<file path="config.mk">
export PLATFORM = sky130hd
export DESIGN_NAME = prng_req_arbiter
export DESIGN_NICKNAME = d
export VERILOG_FILES = /design/src/rtl/prng_req_arbiter.sv
export SDC_FILE = /design/constraint.sdc
export NUM_CORES = 1
export LEC_CHECK = 0
export CAP_MARGIN = 5
export CORE_ASPECT_RATIO = 2
export CORE_MARGIN = 8
export CORE_UTILIZATION = 50
export CTS_CLUSTER_DIAMETER = 100
export DETAILED_ROUTE_END_ITERATION = 6
export DONT_BUFFER_PORTS = 1
export PLACE_DENSITY_LB_ADDON = 0.08
export SYNTH_ARGS = -nofsm -noshare
export SYNTH_HDL_FRONTEND = slang
export SYNTH_SLANG_ARGS = --single-unit
export TNS_END_PERCENT = 20
</file>
<file path="constraint.sdc">
create_clock -name clk -period 2.1 [get_ports clk]
set_clock_uncertainty 0.15 [all_clocks]
set_input_delay 0.42 -clock clk [delete_from_list [all_inputs] [get_ports clk]]
set_output_delay 0.42 -clock clk [all_outputs]
set_load 0.05 [all_outputs]
</file>
<file path="src/rtl/prng_req_arbiter.sv">
// Sequences a shared PRNG core (seed load, warm-up, reseed) and hands one word per
// round-robin grant. Optional served-word counter enabled by PRNG_ARB_STATS_EN.
module prng_req_arbiter #(
   parameter int unsigned       NUM_REQ = 4,
   parameter int unsigned       WIDTH   = 8,
   parameter int unsigned       SEED_W  = 16,
   parameter logic [SEED_W-1:0] SEED    = 16'hACE1,
   parameter int unsigned       WARMUP  = 16
) (
   input  logic               clk,
   input  logic               rst,
   input  logic               i_ena,
   input  logic [NUM_REQ-1:0] i_req,
   output logic [NUM_REQ-1:0] o_gnt,
   output logic               o_rnd_valid,
   output logic [WIDTH-1:0]   o_rnd_data,
   input  logic               i_reseed_req,
   input  logic [SEED_W-1:0]  i_reseed_val,
   output logic               o_prng_load,
   output logic [SEED_W-1:0]  o_prng_seed,
   output logic               o_prng_step,
   input  logic [WIDTH-1:0]   i_prng_q,
   output logic               o_busy,
   output logic [15:0]        o_served_cnt
);

   localparam int unsigned IW = (NUM_REQ > 1) ? $clog2(NUM_REQ) : 1;
   localparam int unsigned CW = (WARMUP > 1) ? $clog2(WARMUP) : 1;
   localparam logic [CW-1:0]      WARM_INIT = CW'((WARMUP > 0) ? (WARMUP - 1) : 0);
   localparam logic [NUM_REQ-1:0] ONE_HOT0  = NUM_REQ'(1);

   typedef enum logic [1:0] {StLoad, StWarm, StIdle, StServe} state_e;

   state_e            r_state, w_state_d;
   logic [SEED_W-1:0] r_seed;
   logic              r_pend, w_pend_d;
   logic [IW-1:0]     r_last, w_last_d;
   logic [IW-1:0]     r_winner, w_winner_d;
   logic [IW-1:0]     w_winner;
   logic              w_any;
   logic [CW-1:0]     r_warm_cnt, w_warm_d;
   logic              w_run;

   // Round-robin search starting just after the last served requester.
   always_comb begin
      int idx;
      idx      = 0;
      w_winner = r_last;
      w_any    = 1'b0;
      for (int i = 1; i <= int'(NUM_REQ); i++) begin
         idx = (int'(r_last) + i) % int'(NUM_REQ);
         if (!w_any && i_req[IW'(idx)]) begin
            w_any    = 1'b1;
            w_winner = IW'(idx);
         end
      end
   end

   always_comb begin
      w_state_d  = r_state;
      w_warm_d   = r_warm_cnt;
      w_last_d   = r_last;
      w_winner_d = r_winner;
      w_pend_d   = r_pend;
      if (i_ena) begin
         unique case (r_state)
            StLoad: begin
               w_pend_d = 1'b0;
               if (WARMUP == 0) begin
                  w_state_d = StIdle;
               end else begin
                  w_state_d = StWarm;
                  w_warm_d  = WARM_INIT;
               end
            end
            StWarm: begin
               if (r_warm_cnt == '0) w_state_d = StIdle;
               else                  w_warm_d  = r_warm_cnt - 1'b1;
            end
            StIdle: begin
               if (r_pend || i_reseed_req) begin
                  w_state_d = StLoad;
               end else if (w_any) begin
                  w_state_d  = StServe;
                  w_winner_d = w_winner;
               end
            end
            StServe: begin
               w_last_d  = r_winner;
               w_state_d = StIdle;
            end
            default: w_state_d = StLoad;
         endcase
      end
      // Capture is honoured even while disabled and overrides the LOAD clear.
      if (i_reseed_req) w_pend_d = 1'b1;
   end

   always_ff @(posedge clk) begin
      if (rst) begin
         r_state    <= StLoad;
         r_seed     <= SEED;
         r_pend     <= 1'b0;
         r_last     <= IW'(NUM_REQ - 1);
         r_winner   <= '0;
         r_warm_cnt <= '0;
      end else begin
         r_state    <= w_state_d;
         r_pend     <= w_pend_d;
         r_last     <= w_last_d;
         r_winner   <= w_winner_d;
         r_warm_cnt <= w_warm_d;
         if (i_reseed_req) r_seed <= i_reseed_val;
      end
   end

   assign w_run       = i_ena && !rst;
   assign o_prng_load = w_run && (r_state == StLoad);
   assign o_prng_step = w_run && ((r_state == StWarm) || (r_state == StServe));
   assign o_rnd_valid = w_run && (r_state == StServe);
   assign o_gnt       = o_rnd_valid ? (ONE_HOT0 << r_winner) : '0;
   assign o_rnd_data  = o_rnd_valid ? i_prng_q : '0;
   assign o_prng_seed = r_seed;
   assign o_busy      = !rst && (r_state != StIdle);

`ifdef PRNG_ARB_STATS_EN
   logic [15:0] r_served_cnt;

   always_ff @(posedge clk) begin
      if (rst) begin
         r_served_cnt <= '0;
      end else if (i_ena) begin
         if (r_state == StLoad) begin
            r_served_cnt <= '0;
         end else if ((r_state == StServe) && (r_served_cnt != 16'hFFFF)) begin
            r_served_cnt <= r_served_cnt + 16'd1;
         end
      end
   end

   assign o_served_cnt = r_served_cnt;
`else
   assign o_served_cnt = '0;
`endif

endmodule

</file>
==> results.sh, run 1 <==
export IMPL_power_total_mw=1.13
export IMPL_grt_first_pass_wirelength_um=5220
export IMPL_tightest_slew_ns=0.528
export IMPL_critPathTopFamily="simple AND/OR/NAND/NOR gates"
export IMPL_worstSetupEndpointType="output pin"
export IMPL_start_util=0.519
export IMPL_synth_edf_count=0
export IMPL_ant_nets=0
export IMPL_path_max_fanout=13
export IMPL_place_ws_ns=0.328
export IMPL_fillers=230
export IMPL_multi_input_area_um2=763
export IMPL_drc=0
export IMPL_diodes=0
export IMPL_routedWlPerCell_um=16.9
export IMPL_synthesis_instances=160
export IMPL_synthFlopType="dfxtp_1"
export IMPL_die_y_um=91.4
export IMPL_grt_overflow_total=0
export IMPL_fin_crit_sh=0.936
export IMPL_p_int_uw=746
export IMPL_met2_usage=0.252
export IMPL_dieArea_um2=4910
export IMPL_synth_top_area_frac=0.381
export IMPL_fin_util=0.613
export IMPL_wirelength_um=3440
export IMPL_peakVddDrop_v=0.000621
export IMPL_yosysMostFrequentCell="dfxtp_1"
export IMPL_vias_per_cell=5.34
export IMPL_p_leak_nw=0.729
export IMPL_synthTopCellsByCount="dfxtp_1 (27), nor2_1 (19), buf_4 (17)"
export IMPL_synth_top_area_cell="dfxtp_1"
export IMPL_cp_buffers_inverters=2
export IMPL_final_max_slew_viol_count=0
export IMPL_crit_slowest_cell="dfxtp_1"
export IMPL_dr_pass1_iters=4
export IMPL_drive_gt1_frac=0.195
export IMPL_crit_chain="nand2_2, nor3b_2, buf_6, nor3b_2, buf_6"
export IMPL_path_class="flop to output pin"
export IMPL_p_clk_frac=0.255
export IMPL_grt_max_degree=32
export IMPL_critPathRequiredTime_ns=1.53
export IMPL_grtUsageMet1=0.124
export IMPL_clkSlewWorstSetupHoldPaths_ns=0.09
export IMPL_async_reset_ff_frac=0
export IMPL_htreeDepth=1
export IMPL_synth_cell_types=38
export IMPL_drt_iter0_drc=25
export IMPL_seqPwrFrac=0.569
export IMPL_power_density_nw_per_um2=673
export IMPL_p_switching_uw=383
export IMPL_grt_use_met3=0.0376
export IMPL_pwr_share_comb=0.177
export IMPL_area_growth_pct=18.1
export IMPL_drv_cap=0
export IMPL_cts_buffers_inserted=3
export IMPL_cts_tree="yes"
export IMPL_ff_latch_area_um2=542
export IMPL_die_x_um=53.7
export IMPL_rows=27
export IMPL_cts_root_buf="clkbuf_8"
export IMPL_cts_buffer_depth=2
export IMPL_antenna_found_initial=0
export IMPL_outcome="completed"
export IMPL_grt_busiest_layer="met2"
export IMPL_cpPeakStageDelay_ns=0.35
export IMPL_cts_sinks=27
export IMPL_ioPinCount=80
export IMPL_hold_viol_final=0
export IMPL_setup_violations=0
export IMPL_maxSlewHeadroom=0.648
export IMPL_ys_seq_area_frac=0.381
export IMPL_syn_area_um2=1420
export IMPL_rsz0062_at_grt="no"
export IMPL_swShare=0.339
export IMPL_ys_ff_latch=27
export IMPL_ys_top_cells_by_area="dfxtp_1 (38%), buf_4 (9.0%), mux2i_1 (7.0%), nor2_1 (5.0%), a211o_1 (4.9%)"
export IMPL_io_buffers=0
export IMPL_globalplace_congestion=0.735
export IMPL_max_freq_mhz=509
export IMPL_layout_setup_ws_ns=0.134
export IMPL_startpoint_type="flop"
export IMPL_ys_warn_count=0
export IMPL_fin_nets=208
export IMPL_arrival_ns=1.40
export IMPL_grtUsageTotal=0.133
export IMPL_min_period_ns=1.97
export IMPL_avgSynthCellArea_um2=8.88
export IMPL_vias=1084
export IMPL_min_path_type="primary input to flop"
export IMPL_core_area_um2=2740
export IMPL_dpl_hpwl_um=2850
export IMPL_grt_pass1_vias=1093
export IMPL_insertion_delay_ns=0.26
==> final timing paths <==
| check | start | end | slack (ns) | depth (start not counted) |
|---|---|---|---|---|
| hold reg to reg | r_warm_cnt[0] | r_warm_cnt[0] | 0.35 | 1 |
| setup reg to reg | r_warm_cnt[0] | r_warm_cnt[1] | 0.49 | 6 |
| hold / removal | rst | r_winner[1] | 0.05 | 1 |
| setup / recovery | r_state[0] | o_gnt[0] | 0.13 | 5 |
==> logic make-up after synthesis <==
logic type,Yosys count,share of synthesized area
AND/OR/NAND/NOR,62,0.261
AO/OA/AOI/OAI,30,0.148
buffers and inverters,29,0.129
flip-flops,27,0.381
multiplexers,10,0.0705
adder cells (fa/ha/maj),1,0.00881
other,1,0.00264
==> metal layers <==
layer	part of all wire	routed length, um
met5	0	0
met4	0.0073	25
met3	0.095	328
met2	0.55	1900
met1	0.34	1180
==> state kept, by name, summed over array words and instances, names as in the netlist <==
register	cells
o_prng_seed	16
r_last	2
r_pend	1
r_state	2
r_warm_cnt	4
r_winner	2
==> placed cells by master, fill, tap and decap left out, drive strengths merged, types with 5 or more instances in the layout <==
cell type,n
dfxtp,27
nor2,19
buf,18
conb,16
nor2b,10
mux2i,10
a21oi,10
and2,8
a211o,8
nand2b,7
inv,6
o21ai,5
==> power by group through the flow <==
stage / combinational (mW) / clock [mW] / sequential (mW)
4_1_cts: 0.199 / 0.301 / 0.642
6_report: 0.200 / 0.287 / 0.642
3_5_place_dp: 0.199 / 0 / 0.654
5_1_grt: 0.217 / 0.317 / 0.647
2_1_floorplan: 0.207 / 0 / 0.648
3_3_place_gp: 0.193 / 0 / 0.652
==> repair_timing <==
action / CTS / global route
gates resized for setup: 0 / 3
hold buffers: 0 / 0
endpoints found under the setup margin: 0 / 5
buffers inserted: 0 / 0
==> layout make-up <==
type,instances,area share
Inverter,6,0.0134
Timing Repair Buffer,18,0.160
Clock inverter,1,0.00298
Sequential cell,27,0.323
Multi-Input combinational cell,119,0.455
Tap cell,29,0.0216
Clock buffer,3,0.0246
==> metrics by stage <==
step	std cells	hold slack [ns]	TNS (ns)	cell area, um^2
after floorplan	175	0.303	-0.364	1480
after global routing	203	0.0346	0	1680
after detailed placement	199	0.331	0	1620
after CTS	203	0.0456	0	1670
final	203	0.0508	0	1680
after global placement	199	0.318	0	1620
(Power assumes the default switching activity.)
==> inputs of run 2 (changes only) <==
--- a/config.mk
+++ b/config.mk
@@ -7,7 +7,7 @@
 export LEC_CHECK = 0
 export CAP_MARGIN = 5
 export CORE_ASPECT_RATIO = 2
-export CORE_MARGIN = 8
+export CORE_MARGIN = 3
 export CORE_UTILIZATION = 50
 export CTS_CLUSTER_DIAMETER = 100
 export DETAILED_ROUTE_END_ITERATION = 6
@@ -16,4 +16,4 @@
 export SYNTH_ARGS = -nofsm -noshare
 export SYNTH_HDL_FRONTEND = slang
 export SYNTH_SLANG_ARGS = --single-unit
-export TNS_END_PERCENT = 20
+export TNS_END_PERCENT = 1
==> run 2 against run 1 <==
Non-clock buffer count grew 1. Largest cell class unchanged. Clock power about the same. Register-to-register slack is essentially flat.
==> results.sh, run 2 (synthesis results as in run 1) <==
export IMPL_diodes=0
export IMPL_critPathTopFamily="simple AND/OR/NAND/NOR gates"
export IMPL_final_common_cell="dfxtp_1"
export IMPL_routedWlPerCell_um=15.4
export IMPL_grt_pass1_vias=1055
export IMPL_grtUsageTotal=0.180
export IMPL_cts_root_buf="clkbuf_8"
export IMPL_min_path_type="primary input to flop"
export IMPL_globalplace_congestion=0.736
export IMPL_ant_nets=0
export IMPL_clkSlewWorstSetupHoldPaths_ns=0.09
export IMPL_critPathRequiredTime_ns=1.53
export IMPL_rows=26
export IMPL_peakVddDrop_v=0.000625
export IMPL_place_inst=198
export IMPL_fin_nets=209
export IMPL_grt_first_pass_wirelength_um=4840
export IMPL_cts_buffers_inserted=3
export IMPL_die_x_um=43.7
export IMPL_dieArea_um2=3550
export IMPL_fin_cells=203
export IMPL_insertion_delay_ns=0.27
export IMPL_die_y_um=81.4
export IMPL_path_class="flop to output pin"
export IMPL_crit_chain="nand2_4, nor3b_4, buf_4, nand2_1, nor2_1, buf_6"
export IMPL_cts_tree="yes"
export IMPL_vias=1097
export IMPL_hold_viol_final=0
export IMPL_drv_cap=0
export IMPL_dpl_hpwl_um=2430
export IMPL_tightest_slew_ns=0.520
export IMPL_cts_sinks=27
export IMPL_holdBufCountCts=0
export IMPL_drt_iter0_drc=20
export IMPL_drive_gt1_frac=0.200
export IMPL_p_leak_nw=0.745
export IMPL_antenna_found_initial=0
export IMPL_htreeDepth=1
export IMPL_wirelength_um=3130
export IMPL_drc=0
export IMPL_final_area_um2=1700
export IMPL_cpPeakStageDelay_ns=0.36
export IMPL_grt_overflow_total=0
export IMPL_cts_setup_buffers=0
export IMPL_largest_reg_flops=16
export IMPL_crit_slowest_cell="dfxtp_2"
export IMPL_ioPinCount=80
export IMPL_power_density_nw_per_um2=665
export IMPL_outcome="completed"
export IMPL_maxSlewHeadroom=0.653
export IMPL_io_buffers=0
export IMPL_grt_max_degree=32
export IMPL_final_max_slew_viol_count=0
export IMPL_dr_pass1_iters=4
export IMPL_setup_violations=0
export IMPL_worstSetupEndpointType="output pin"
export IMPL_max_freq_mhz=497
export IMPL_area_growth_pct=19.4
export IMPL_fin_crit_sh=0.957
export IMPL_startpoint_type="flop"
export IMPL_path_max_fanout=7
export IMPL_place_area_um2=1620
export IMPL_layout_common_cells="dfxtp_1 (25), nor2_1 (19), conb_1 (16)"
export IMPL_cp_buffers_inverters=2
export IMPL_start_util=0.539
export IMPL_min_period_ns=2.01
export IMPL_cts_buffer_depth=2
export IMPL_vias_per_cell=5.40
export IMPL_core_area_um2=2640
export IMPL_arrival_ns=1.44
[run 2: cell count changes in the layout (fill, tap and decap cells not counted)]
cell     before  now
buf_2         0    1
nor3_2        1    0
nor3b_4       0    2
nand2_4       0    1
dfxtp_2       1    2
nand2_2       1    0
nor3b_2       3    1
nor3_1        2    3
dfxtp_1      26   25
[run 2: area by class of cell]
cell class | instances | area (um^2)
Timing Repair Buffer | 19 | 273
Clock inverter | 1 | 5.00
Inverter | 6 | 22.5
Tap cell | 28 | 35.0
Clock buffer | 3 | 41.3
Sequential cell | 27 | 543
Fill cell | 220 | 940
Multi-Input combinational cell | 119 | 776
[run 2: through the flow]
step	setup WS (ns)	util	hold slack (ns)	setup TNS, ns	total power, mW
floorplan	-0.197	-	0.303	-0.364	0.855
global placement	0.363	0.613	0.321	0	0.843
detailed placement	0.340	0.613	0.324	0	0.850
CTS	0.0692	0.631	0.0430	0	1.14
global route	-0.0293	0.643	0.0302	-0.0818	1.18
finish	0.0893	0.643	0.0528	0	1.13
[run 2: worst reg2reg max path: cells and delay by family (launching register included)]
| kind | cells | cell delay, ns |
|---|---|---|
| compound gates | 2 | 0.49 |
| buf+inv | 1 | 0.06 |
| fa+ha+maj | 1 | 0.22 |
| simple gates | 2 | 0.26 |
| flops | 1 | 0.37 |
[run 2: timing repair]
action / CTS / global route
endpoints found under the setup margin: 0 / 12
endpoints found under the hold margin: 0 / 0
resized for setup: 0 / 8
[run 2: where the power goes]
group	leakage [nW]	internal, mW	switching [mW]
clock network	0.0255	0.133	0.152
logic	0.495	0.0680	0.133
registers	0.224	0.547	0.0957
[run 2: routing by layer]
layer / up-vias / global-route usage / share of wire
met2: 53 / 0.341 / 0.57
met4: 0 / 0.0634 / 0.014
met5: - / 0 / 0
met1: 500 / 0.177 / 0.33
li1: 539 / - / -
met3: 5 / 0.0488 / 0.085
[run 2: worst paths after layout]
| check | from | to | slack (ns) | cells after the start |
|---|---|---|---|---|
| setup / recovery | r_state[0] | o_gnt[2] | 0.09 | 6 |
| hold / removal | rst | r_winner[1] | 0.05 | 1 |
| setup reg to reg | r_warm_cnt[0] | r_warm_cnt[1] | 0.48 | 6 |
| hold reg to reg | r_warm_cnt[0] | r_warm_cnt[0] | 0.34 | 1 |
==> inputs of run 3 (changes only) <==
--- a/config.mk
+++ b/config.mk
@@ -10,8 +10,10 @@
 export CORE_MARGIN = 3
 export CORE_UTILIZATION = 50
 export CTS_CLUSTER_DIAMETER = 100
+export CTS_CLUSTER_SIZE = 20
 export DETAILED_ROUTE_END_ITERATION = 6
 export DONT_BUFFER_PORTS = 1
+export HOLD_SLACK_MARGIN = 0.06
 export PLACE_DENSITY_LB_ADDON = 0.08
 export SYNTH_ARGS = -nofsm -noshare
 export SYNTH_HDL_FRONTEND = slang
==> run 3 against run 2 <==
Highest routed layer unchanged. First-iteration DRC count is 40% higher. Global-route usage is 0.40 points higher. Core utilization is 0.76 points higher.
==> results.sh, run 3 (synthesis results as in run 1) <==
export IMPL_cts_buffer_depth=2
export IMPL_cts_buffers_inserted=3
export IMPL_fin_nets=211
export IMPL_largest_reg_flops=16
export IMPL_dieArea_um2=3550
export IMPL_min_path_type="primary input to flop"
export IMPL_critPathRequiredTime_ns=1.53
export IMPL_start_util=0.539
export IMPL_tightest_slew_ns=0.654
export IMPL_cts_tree="yes"
export IMPL_layout_common_cells="dfxtp_1 (25), nor2_1 (19), conb_1 (16)"
export IMPL_vias=1117
export IMPL_critPathTopFamily="simple AND/OR/NAND/NOR gates"
export IMPL_power_density_nw_per_um2=663
export IMPL_fillers=220
export IMPL_cts_root_buf="clkbuf_8"
export IMPL_grt_max_degree=29
export IMPL_cpPeakStageDelay_ns=0.37
export IMPL_maxSlewHeadroom=0.563
export IMPL_final_common_cell="dfxtp_1"
export IMPL_cp_buffers_inverters=2
export IMPL_insertion_delay_ns=0.27
export IMPL_min_period_ns=2.02
export IMPL_area_growth_pct=20.8
export IMPL_multi_input_area_um2=776
export IMPL_diodes=0
export IMPL_drc=0
export IMPL_globalplace_congestion=0.736
export IMPL_startpoint_type="flop"
export IMPL_drt_iter0_drc=28
export IMPL_dr_pass1_iters=4
export IMPL_cts_setup_buffers=0
export IMPL_power_total_mw=1.14
export IMPL_die_x_um=43.7
export IMPL_grt_first_pass_wirelength_um=4930
export IMPL_crit_slowest_cell="dfxtp_2"
export IMPL_final_max_slew_viol_count=0
export IMPL_hold_viol_final=0
export IMPL_outcome="completed"
export IMPL_drv_cap=0
export IMPL_ff_latch_area_um2=543
export IMPL_ant_nets=0
export IMPL_io_buffers=0
export IMPL_arrival_ns=1.45
export IMPL_dpl_hpwl_um=2430
export IMPL_grtUsageTotal=0.184
export IMPL_grt_overflow_total=0
export IMPL_clkSlewWorstSetupHoldPaths_ns=0.09
export IMPL_p_leak_nw=0.753
export IMPL_antenna_found_initial=0
export IMPL_fin_crit_sh=0.961
export IMPL_setup_violations=0
export IMPL_rows=26
export IMPL_grt_pass1_vias=1075
export IMPL_routedWlPerCell_um=15.5
export IMPL_core_area_um2=2640
export IMPL_crit_chain="nand2_4, nor3b_4, buf_4, nand2_1, nor2_1, buf_6"
export IMPL_path_max_fanout=7
export IMPL_wirelength_um=3180
export IMPL_drive_gt1_frac=0.198
export IMPL_holdWs_ns=0.0951
export IMPL_cts_sinks=27
export IMPL_path_class="flop to output pin"
export IMPL_vias_per_cell=5.45
export IMPL_die_y_um=81.4
export IMPL_ioPinCount=80
export IMPL_htreeDepth=1
export IMPL_worstSetupEndpointType="output pin"
export IMPL_peakVddDrop_v=0.000629
export IMPL_fin_cells=205
export IMPL_max_freq_mhz=495
export IMPL_place_inst=198
[run 3: cell count changes in the layout (fill, tap and decap cells not counted)]
| cell | change |
|---|---|
| dlygate4sd3_1 | +2 |
[run 3: worst paths after layout]
check / to / slack (ns) / depth (start not counted) / from
worst max register to register: r_warm_cnt[1] / 0.49 / 6 / r_warm_cnt[0]
worst min-delay path: o_prng_seed[11] / 0.1 / 1 / rst
worst min register to register: r_warm_cnt[0] / 0.34 / 1 / r_warm_cnt[0]
worst max-delay path: o_gnt[2] / 0.08 / 6 / r_state[0]
[run 3: area by class of cell]
cell class                 count  share of cell area
timing repair buffer          21               0.171
clock buffer                   3              0.0241
sequential                    27               0.317
clock inverter                 1             0.00292
multi-input combinational    119               0.452
inverter                       6              0.0131
tap                           28              0.0204
[run 3: power by group]
group / switching, mW / total [mW] / internal, mW
registers: 0.0959 / 0.642 / 0.547
clock network: 0.153 / 0.286 / 0.133
logic: 0.138 / 0.209 / 0.0704
total: 0.388 / 1.14 / 0.750
[run 3: worst register-to-register path, stage by stage (launching register included)]
cell,delay (ns)
dfxtp_1,0.37
inv_1,0.06
ha_1,0.22
nor3b_2,0.19
a21oi_1,0.26
nor2_1,0.07
a211oi_1,0.21
[run 3: what timing repair did]
action | CTS | global route
hold buffers | 2 | 0
resized for setup | 0 | 8
setup endpoints to repair | 0 | 12
endpoints found under the hold margin | 16 | 0
[run 3: layer usage]
metal / track usage / wire length [um]
met4: 0.0665 / 47
met5: 0 / 0
met1: 0.176 / 1020
met3: 0.0466 / 278
met2: 0.355 / 1830
[run 3: metrics by stage]
step	worst slack, ns	util	instance area, um^2	TNS [ns]
final	0.0816	0.651	1720	0
after floorplan	-0.197	-	1480	-0.364
after detailed placement	0.340	0.613	1620	0
after global routing	-0.0453	0.651	1720	-0.268
after global placement	0.363	0.613	1620	0
after CTS	0.0692	0.639	1680	0
